**src/rtl/ifetch_pkg.sv**
```systemverilog
// Shared constants, the prefetch-queue entry layout and PC helpers for the RV32I fetch front end.
package ifetch_pkg;

  localparam int XLEN    = 32;
  localparam int INSTR_W = 32;
  localparam int ENTRY_W = XLEN + INSTR_W;

  localparam logic [XLEN-1:0]    PC_INC           = 32'd4;
  localparam logic [INSTR_W-1:0] RV_NOP           = 32'h0000_0013;
  localparam logic [XLEN-1:0]    DEFAULT_RESET_PC = 32'h0000_0000;

  typedef struct packed {
    logic [XLEN-1:0]    pc;
    logic [INSTR_W-1:0] instr;
  } fetch_entry_t;

  function automatic logic [XLEN-1:0] align_pc(input logic [XLEN-1:0] pc);
    return pc & ~32'h0000_0003;
  endfunction

endpackage

```
**src/rtl/ifetch_fifo.sv**
```systemverilog
// Synchronous prefetch queue holding {pc, instr} pairs, plus its overflow checker.
module fetch_fifo #(
  parameter int DEPTH = 4,
  parameter int WIDTH = 64
) (
  input  logic                   clk,
  input  logic                   rst_n,
  input  logic                   push,
  input  logic                   pop,
  input  logic                   flush,
  input  logic [WIDTH-1:0]       wdata,
  output logic [WIDTH-1:0]       rdata,
  output logic [$clog2(DEPTH):0] count,
  output logic                   full,
  output logic                   empty
);

  localparam int AW = $clog2(DEPTH);
  localparam logic [AW:0] PTR_ONE = (AW+1)'(1);
  localparam logic [AW:0] DEPTH_W = (AW+1)'(DEPTH);

  logic [WIDTH-1:0] mem_r [DEPTH];
  logic [AW:0]      wr_ptr_r;
  logic [AW:0]      rd_ptr_r;

  // Extra pointer bit tells a full queue apart from an empty one.
  always_ff @(posedge clk or negedge rst_n) begin
    if (!rst_n) begin
      wr_ptr_r <= {(AW+1){1'b0}};
      rd_ptr_r <= {(AW+1){1'b0}};
      for (int i = 0; i < DEPTH; i++) begin
        mem_r[i] <= {WIDTH{1'b0}};
      end
    end else if (flush) begin
      wr_ptr_r <= {(AW+1){1'b0}};
      rd_ptr_r <= {(AW+1){1'b0}};
    end else begin
      if (push) begin
        mem_r[wr_ptr_r[AW-1:0]] <= wdata;
        wr_ptr_r                <= wr_ptr_r + PTR_ONE;
      end
      if (pop) begin
        rd_ptr_r <= rd_ptr_r + PTR_ONE;
      end
    end
  end

  always_comb begin
    rdata = mem_r[rd_ptr_r[AW-1:0]];
    count = wr_ptr_r - rd_ptr_r;
    full  = (count == DEPTH_W);
    empty = (wr_ptr_r == rd_ptr_r);
  end

endmodule

module fetch_fifo_checker (
  input logic clk,
  input logic rst_n,
  input logic push,
  input logic pop,
  input logic full
);

  // The fetch credit scheme must never push into a full queue.
  a_no_overflow: assert property (@(posedge clk) disable iff (!rst_n) !(push && full && !pop));

endmodule

```
**src/rtl/ifetch_unit.sv**
```systemverilog
// Fetch front end: owns the fetch PC, issues credit-limited instruction-memory reads and queues the returned words.
module ifetch_unit
  import ifetch_pkg::*;
#(
  parameter logic [XLEN-1:0] RESET_PC   = DEFAULT_RESET_PC,
  parameter int              FIFO_DEPTH = 4
) (
  input  logic               clk,
  input  logic               rst_n,
  output logic               i_mem_req,
  output logic [XLEN-1:0]    i_mem_addr,
  input  logic [INSTR_W-1:0] i_mem_rdata,
  input  logic               redirect_valid,
  input  logic [XLEN-1:0]    redirect_pc,
  output logic               out_valid,
  input  logic               out_ready,
  output logic [INSTR_W-1:0] out_instr,
  output logic [XLEN-1:0]    out_pc
);

  localparam int AW = $clog2(FIFO_DEPTH);
  localparam logic [AW+1:0] DEPTH_W = (AW+2)'(FIFO_DEPTH);

  logic [XLEN-1:0] fetch_pc_r;
  logic            inflight_r;
  logic [XLEN-1:0] inflight_pc_r;
  logic            kill_r;

  logic [AW:0]     count_s;
  logic            full_s;
  logic            empty_s;
  logic            push_s;
  logic            pop_s;
  logic            req_s;
  logic [AW+1:0]   credit_s;
  fetch_entry_t    wr_entry_s;
  fetch_entry_t    rd_entry_s;

  // Slots already spoken for (queued plus in flight, minus the one leaving) bound new requests.
  always_comb begin
    out_valid  = !empty_s && !redirect_valid;
    pop_s      = out_valid && out_ready;
    credit_s   = {1'b0, count_s} + {{(AW+1){1'b0}}, inflight_r} - {{(AW+1){1'b0}}, pop_s};
    req_s      = rst_n && !redirect_valid && (credit_s < DEPTH_W);
    push_s     = inflight_r && !kill_r && !redirect_valid;
    wr_entry_s = '{pc: inflight_pc_r, instr: i_mem_rdata};
    i_mem_req  = req_s;
    i_mem_addr = fetch_pc_r;
    out_instr  = rd_entry_s.instr;
    out_pc     = rd_entry_s.pc;
  end

  always_ff @(posedge clk or negedge rst_n) begin
    if (!rst_n) begin
      fetch_pc_r    <= RESET_PC;
      inflight_r    <= 1'b0;
      inflight_pc_r <= 32'h0000_0000;
      kill_r        <= 1'b0;
    end else if (redirect_valid) begin
      fetch_pc_r <= align_pc(redirect_pc);
      inflight_r <= 1'b0;
      kill_r     <= inflight_r;
    end else begin
      kill_r     <= 1'b0;
      inflight_r <= req_s;
      if (req_s) begin
        fetch_pc_r    <= fetch_pc_r + PC_INC;
        inflight_pc_r <= fetch_pc_r;
      end else begin
        fetch_pc_r    <= fetch_pc_r;
        inflight_pc_r <= inflight_pc_r;
      end
    end
  end

  fetch_fifo #(
    .DEPTH (FIFO_DEPTH),
    .WIDTH (ENTRY_W)
  ) u_fifo (
    .clk   (clk),
    .rst_n (rst_n),
    .push  (push_s),
    .pop   (pop_s),
    .flush (redirect_valid),
    .wdata (wr_entry_s),
    .rdata (rd_entry_s),
    .count (count_s),
    .full  (full_s),
    .empty (empty_s)
  );

  fetch_fifo_checker u_fifo_chk (
    .clk   (clk),
    .rst_n (rst_n),
    .push  (push_s),
    .pop   (pop_s),
    .full  (full_s)
  );

endmodule

```
**config.mk**
```make
export PLATFORM = sky130hd
export DESIGN_NAME = ifetch_unit
export DESIGN_NICKNAME = d
export VERILOG_FILES = /design/src/rtl/ifetch_pkg.sv /design/src/rtl/ifetch_fifo.sv /design/src/rtl/ifetch_unit.sv
export SDC_FILE = /design/constraint.sdc
export NUM_CORES = 1
export LEC_CHECK = 0
export CORE_UTILIZATION = 56
export DETAILED_ROUTE_END_ITERATION = 10
export GPL_TIMING_DRIVEN = 0
export PLACE_DENSITY = 0.82
export SLEW_MARGIN = 20
export SYNTH_ARGS = -nofsm -noshare
export SYNTH_HDL_FRONTEND = slang
export SYNTH_SLANG_ARGS = --single-unit
export TNS_END_PERCENT = 50
```
**constraint.sdc**
```tcl
create_clock -name clk -period 4.6 [get_ports clk]
set_input_delay 0.92 -clock clk [delete_from_list [all_inputs] [get_ports clk]]
set_output_delay 0.92 -clock clk [all_outputs]
set_load 0.01 [all_outputs]
```
Yosys cells after proc, flatten, opt, wreduce, memory -nomap -nowiden
Index checks and enable logic that the tools add are counted.
{"block": "op_classes", "add_sub_neg": 6, "magnitude_cmp": 4, "eq_ne": 1, "n_mux": 14, "bitwise": 3, "reduce_logical": 15}
{"cell": "bitwise mux 256 bit", "n": 1}
{"cell": "two-way mux 64 bit", "n": 3}
{"cell": "binary-select mux 64 bit (select 2 bit)", "n": 1}
{"cell": "demux 64 bit (select 2 bit)", "n": 1}
{"cell": "two-way mux 32 bit", "n": 2}
{"cell": "adder 32 x 3 -> 32 bit (second input constant)", "n": 1}
{"cell": "two-way mux 3 bit", "n": 4}
{"cell": "logical AND 1 bit", "n": 7}
{"cell": "adder 3 x 1 -> 3 bit (second input constant)", "n": 2}
{"cell": "greater-or-equal comparator 3 bit (second input constant)", "n": 2}
{"cell": "NOT 2 -> 3 bit", "n": 2}
{"cell": "nonzero test 2 bit", "n": 3}
{"cell": "adder 3 x 1 -> 4 bit", "n": 1}
{"cell": "< comparator 4 x 3 -> 1 bit (second input constant)", "n": 1}
{"cell": "AND reduction 2 bit", "n": 2}
{"cell": "subtractor 4 x 1 -> 4 bit", "n": 1}
{"cell": "equality test 3 bit", "n": 1}
{"cell": "logical NOT 1 bit", "n": 3}
{"cell": "< comparator 3 x 1 -> 1 bit (second input constant)", "n": 1}
{"cell": "subtractor 3 bit", "n": 1}
{"cell": "two-way mux 1 bit", "n": 2}
{"cell": "NOT 1 bit", "n": 1}
{"block": "word_totals", "ff_bits": 328, "output_inout_bits": 98}

Logic depth before layout (Yosys ltp)
{"block": "depth", "ltp_word": 9, "ltp_mapped": 16, "mapped_depth_nobuf": 13}

Modules after synthesis
A second synthesis with hierarchy kept.
{"block": "unflattened", "cells_unflattened": 960, "area_unflattened_um2": 16120.5}
{"module": "fetch_fifo", "n_inst": 1, "cells_per_inst": 664, "area_each_um2": 12821.0, "seq_area_each_um2": 6556.3}
{"module": "ifetch_unit", "n_inst": 1, "cells_per_inst": 296, "area_each_um2": 3299.4, "seq_area_each_um2": 1551.5}

Least setup slack after synthesis
Ideal clock, no wire load.
{"block": "synth_timing", "kind": "register to output", "start": "reg u_fifo.rd_ptr_r[1]", "end": "out i_mem_req", "arrival_time_ns": 3.510, "required_time_ns": 3.680, "path_slack_ns": 0.170, "stages_incl_launch_ff": 16, "cell_sequence": "dfrtp_1 clkbuf_1 buf_1 inv_1 ha_1 a31oi_1 nand2_1 inv_1 ha_1 inv_1 ha_1 nand3b_1 a211o_1 a31o_2 nor2_1 buf_2"}
{"block": "synth_between", "elab_chain_cells": 7, "elab_cells_between_ends": 9, "classes_between": "add/sub: 3; order compare: 1; eq/ne: 1; reduce/logical: 4"}
{"element": "start: declaration", "line_no": "ifetch_fifo.sv:24", "source": "logic [AW:0] rd_ptr_r;"}
{"element": "start signal: assignment", "line_no": "ifetch_fifo.sv:30", "source": "rd_ptr_r <= {(AW+1){1'b0}};"}
{"element": "start signal: assignment", "line_no": "ifetch_fifo.sv:36", "source": "rd_ptr_r <= {(AW+1){1'b0}};"}
{"element": "start signal: assignment", "line_no": "ifetch_fifo.sv:43", "source": "rd_ptr_r <= rd_ptr_r + PTR_ONE;"}
{"element": "equality test 3 bit", "line_no": "ifetch_fifo.sv:52", "source": "empty = (wr_ptr_r == rd_ptr_r);"}
{"element": "logical NOT 1 bit", "line_no": "ifetch_unit.sv:41", "source": "out_valid = !empty_s && !redirect_valid;"}
{"element": "logical AND 1 bit", "line_no": "ifetch_unit.sv:41"}
{"element": "net out_valid", "line_no": "ifetch_unit.sv:15", "source": "output logic out_valid,"}
{"element": "logical AND 1 bit", "line_no": "ifetch_unit.sv:42", "source": "pop_s = out_valid && out_ready;"}
{"element": "subtractor 4 x 1 -> 4 bit", "line_no": "ifetch_unit.sv:43", "source": "credit_s = {1'b0, count_s} + {{(AW+1){1'b0}}, inflight_r} - {{(AW+1){1'b0}}, pop_s};"}
{"element": "< comparator 4 x 3 -> 1 bit", "line_no": "ifetch_unit.sv:44", "source": "req_s = rst_n && !redirect_valid && (credit_s < DEPTH_W);"}
{"element": "logical AND 1 bit", "line_no": "ifetch_unit.sv:44"}
{"element": "end: declaration", "line_no": "ifetch_unit.sv:10", "source": "output logic i_mem_req,"}
The timed path passes the listed nets, and every way through them passes these cells.

Worst setup path after layout
{"block": "layout_timing", "start": "in redirect_valid", "end": "out i_mem_req"}
{"block": "layout_between", "elab_chain_cells": 6, "elab_cells_between_ends": 7, "classes_between": "add/sub: 1; order compare: 1; reduce/logical: 5"}
{"element": "start: declaration", "line_no": "ifetch_unit.sv:13", "source": "input logic redirect_valid,"}
{"element": "logical NOT 1 bit (*)", "line_no": "ifetch_unit.sv:41, ifetch_unit.sv:44"}
{"element": "logical AND 1 bit", "line_no": "ifetch_unit.sv:41"}
{"element": "logical AND 1 bit", "line_no": "ifetch_unit.sv:42"}
{"element": "subtractor 4 x 1 -> 4 bit", "line_no": "ifetch_unit.sv:43"}
{"element": "< comparator 4 x 3 -> 1 bit", "line_no": "ifetch_unit.sv:44"}
{"element": "logical AND 1 bit (*)", "line_no": "ifetch_unit.sv:44"}
Mark *: on every way between the ends. The rest lies on a longest branch, timed or not.

==> impl_metrics.json <==
{
  "outcome": "complete, no violations",
  "synth_common_cells": "dfrtp_1, mux2_2, mux4_2",
  "die-height_um": 161,
  "synthesis.area_um2": 14100,
  "syn_inst": 941,
  "numCtsBuffers": 34,
  "ys_seq_area_share_pct": 56.1,
  "clockRootBuffer": "clkbuf_16",
  "hold_ws_ns": 0.288,
  "cts.sinks": 316,
  "vias": 8855,
  "cts_tree": "yes",
  "pwr-share-comb_pct": 34.6,
  "clk_path_buf_depth": 3,
  "grt_first_pass_wirelength_um": 51600,
  "maxSlewHeadroom_pct": 37.6,
  "synthTopCellsByArea": "dfrtp_1, mux2_2, mux4_2, clkbuf_1, ha_1",
  "p_leak_nw": 7.62,
  "slew_viol_final": 0,
  "grt_max_degree": 102,
  "avgSynthCellArea_um2": 15.0,
  "hold_viol": 0,
  "ys_ff_latch": 316,
  "grt_use_total_pct": 25.7,
  "yosys.area.top_type_share_pct": 56.1,
  "clk_pin_slew_ns": 0.06,
  "synth_edf_count": 0,
  "start_util_pct": 57.6,
  "finalClockSkew_ns": 0.0184,
  "htree_levels": 2,
  "route.detailed.drc": 0,
  "dr.pass1.iters": 5,
  "wl_um": 31700,
  "synth.most_common_cell": "dfrtp_1",
  "critPathTopFamily": "buffers and inverters",
  "cts_hold_buf": 0,
  "rsz0062_at_grt": "false",
  "worst-path-buf-inv": 6,
  "ys_warn_count": 0,
  "max_slew.worst_pin.slew_ns": 0.937,
  "pwr-share-clk_pct": 27.4,
  "fin_util_pct": 71.8,
  "finalInstanceArea_um2": 17600,
  "io_pins": 166,
  "cellPowerDensity_nw_per_um2": 619,
  "dp_hpwl_um": 20700,
  "insertion_delay_ns": 0.51,
  "antenna_found_initial": 0,
  "place_area_um2": 16200,
  "switching_share_pct": 28.9,
  "peakVddDrop_v": 0.000408,
  "synthArstFlopShare_pct": 100,
  "p_seq_share_pct": 37.9,
  "setup_viol": 0,
  "layout.nets": 1230,
  "slowest_stage": "a211o_1",
  "die_w_um": 161,
  "overflow": 0,
  "crit_chain": "dlygate4sd2_1, clkbuf_4, a31oi_4, nand2_2, inv_1, ha_1, inv_1, ha_1, nand3b_1, a211o_1, a31o_4, nor2_4, buf_8, clkdlybuf4s15_2",
  "die_area_um2": 25800,
  "fin_crit_ns": 4.44,
  "portBuffers": 159,
  "row_count": 57,
  "cpPeakStageDelay_ns": 0.35,
  "grt_pass1_vias": 9406,
  "required_ns": 3.68,
  "crit_fanout": 10,
  "syn2layout_area_growth_pct": 24.6,
  "finalCritPeriodShare_pct": 96.4,
  "yosysTopAreaCell": "dfrtp_1",
  "max_freq_mhz": 225,
  "wire_per_inst_um": 21.2,
  "synth-main-ff-cell": "dfrtp_1",
  "crit_arrival_ns": 3.52,
  "startpoint_type": "input pin",
  "cp-end-kind": "primary output",
  "crit_type": "in2out",
  "hold_path_class": "in2async",
  "switching_power_w": 0.00315,
  "drtIter0Drc": 665,
  "max_cap_violations": 0,
  "viasPerCell": 5.90,
  "place_congestion": 0.829,
  "antenna_cells": 0,
  "synth_cell_types": 41,
  "core_um2": 24500,
  "p_int_w": 0.00773,
  "n_fill_cell": 1552,
  "postRouteAntennaNets": 0,
  "drive_gt1_share_pct": 36.4
}
## cells in the final DEF (no fill, tap or decap), drive strengths merged, types with 3 or more instances in the layout
| master | netlist | layout |
|---|---|---|
| a311o | 3 | 3 |
| a311oi | 5 | 5 |
| a31oi | 20 | 20 |
| and2 | 3 | 3 |
| and3 | 3 | 3 |
| and4 | 6 | 6 |
| buf | 24 | 35 |
| bufinv | 0 | 5 |
| clkbuf | 42 | 95 |
| clkdlybuf4s50 | 0 | 156 |
| clkinv | 1 | 4 |
| conb | 1 | 4 |
| dfrtp | 316 | 316 |
| ha | 11 | 11 |
| inv | 12 | 12 |
| mux2 | 278 | 278 |
| mux4 | 62 | 62 |
| nand2 | 24 | 24 |
| nand3 | 15 | 15 |
| nand4 | 13 | 13 |
| nor2 | 23 | 23 |
| o21ai | 27 | 27 |
| or3 | 14 | 14 |
| or4 | 3 | 3 |
| xnor2 | 12 | 12 |
| xor2 | 4 | 4 |
## final cells by class
type	instances	area, um^2	share of cell area [%]
plain buffers	65	298	1.70
multi-input cells	549	5900	33.6
clock buffers	52	1070	6.11
repair buffers	171	1750	9.95
flip-flops and latches	316	7910	45.0
clock inverters	10	180	1.03
well taps	324	405	2.31
inverters	13	48.8	0.278
## state kept, by name, indices dropped and copies added (netlist names)
register,count
inflight_r,1
u_fifo.rd_ptr_r,3
inflight_pc_r,30
u_fifo.wr_ptr_r,3
kill_r,1
i_mem_addr,30
u_fifo.mem_r,248
## metrics by stage
stage | setup WS (ns) | instances | TNS (ns) | power, W
floorplan | 0.170 | 944 | 0 | 0.00622
global placement | -11.23 | 1427 | -4090.78 | 0.00770
detailed placement | -1.33 | 1430 | -12.31 | 0.00782
CTS | 0.0658 | 1498 | 0 | 0.0110
global route | 0.00543 | 1500 | 0 | 0.0114
finish | 0.164 | 1500 | 0 | 0.0109
## what timing repair did
action                                  4_1_cts  5_1_grt
buffers inserted                              6        3
endpoints found under the setup margin       48        4
gates resized for setup                      22        4
pin swaps                                     4        4
## metal layers
layer	vias to the layer above	part of all wire (%)	track usage, %
met2	280	49	41.4
met3	52	4.9	4.00
met1	4615	44	36.5
li1	3908	-	-
met5	-	0	0
met4	0	2.0	7.75
## worst paths after layout
| check | from | endpoint | slack (ns) | depth (start not counted) |
|---|---|---|---|---|
| setup / recovery | redirect_valid | i_mem_req | 0.16 | 14 |
| hold reg to reg | u_fifo.mem_r[28] | u_fifo.mem_r[28] | 0.50 | 1 |
| setup reg to reg | u_fifo.rd_ptr_r[1] | i_mem_addr[22] | 0.85 | 14 |
| min in group clk | u_fifo.mem_r[28] | u_fifo.mem_r[28] | 0.50 | 1 |
| hold / removal | rst_n | u_fifo.mem_r[199] | 0.29 | 1 |
| max in group asynchronous | rst_n | i_mem_addr[12] | 3.49 | 2 |
## cell families after synthesis
group / count (synthesis) / share of synthesized area (%)
other: 1 / 0.0266
AND/OR/NAND/NOR: 112 / 4.25
flip-flops: 316 / 56.1
AO/OA/AOI/OAI: 62 / 2.74
multiplexers: 342 / 32.3
buffers and inverters: 79 / 2.31
XOR/XNOR: 17 / 1.15
adder cells (fa/ha/maj): 12 / 1.12
## power groups by stage
stage	logic, W	clock network, W	registers [W]
6_report	0.00377	0.00298	0.00413
5_1_grt	0.00402	0.00317	0.00423
4_1_cts	0.00380	0.00304	0.00412
3_5_place_dp	0.00367	0	0.00415
3_3_place_gp	0.00359	0	0.00411
2_1_floorplan	0.00225	0	0.00397
Note: power is estimated with default switching activity, not from simulation.
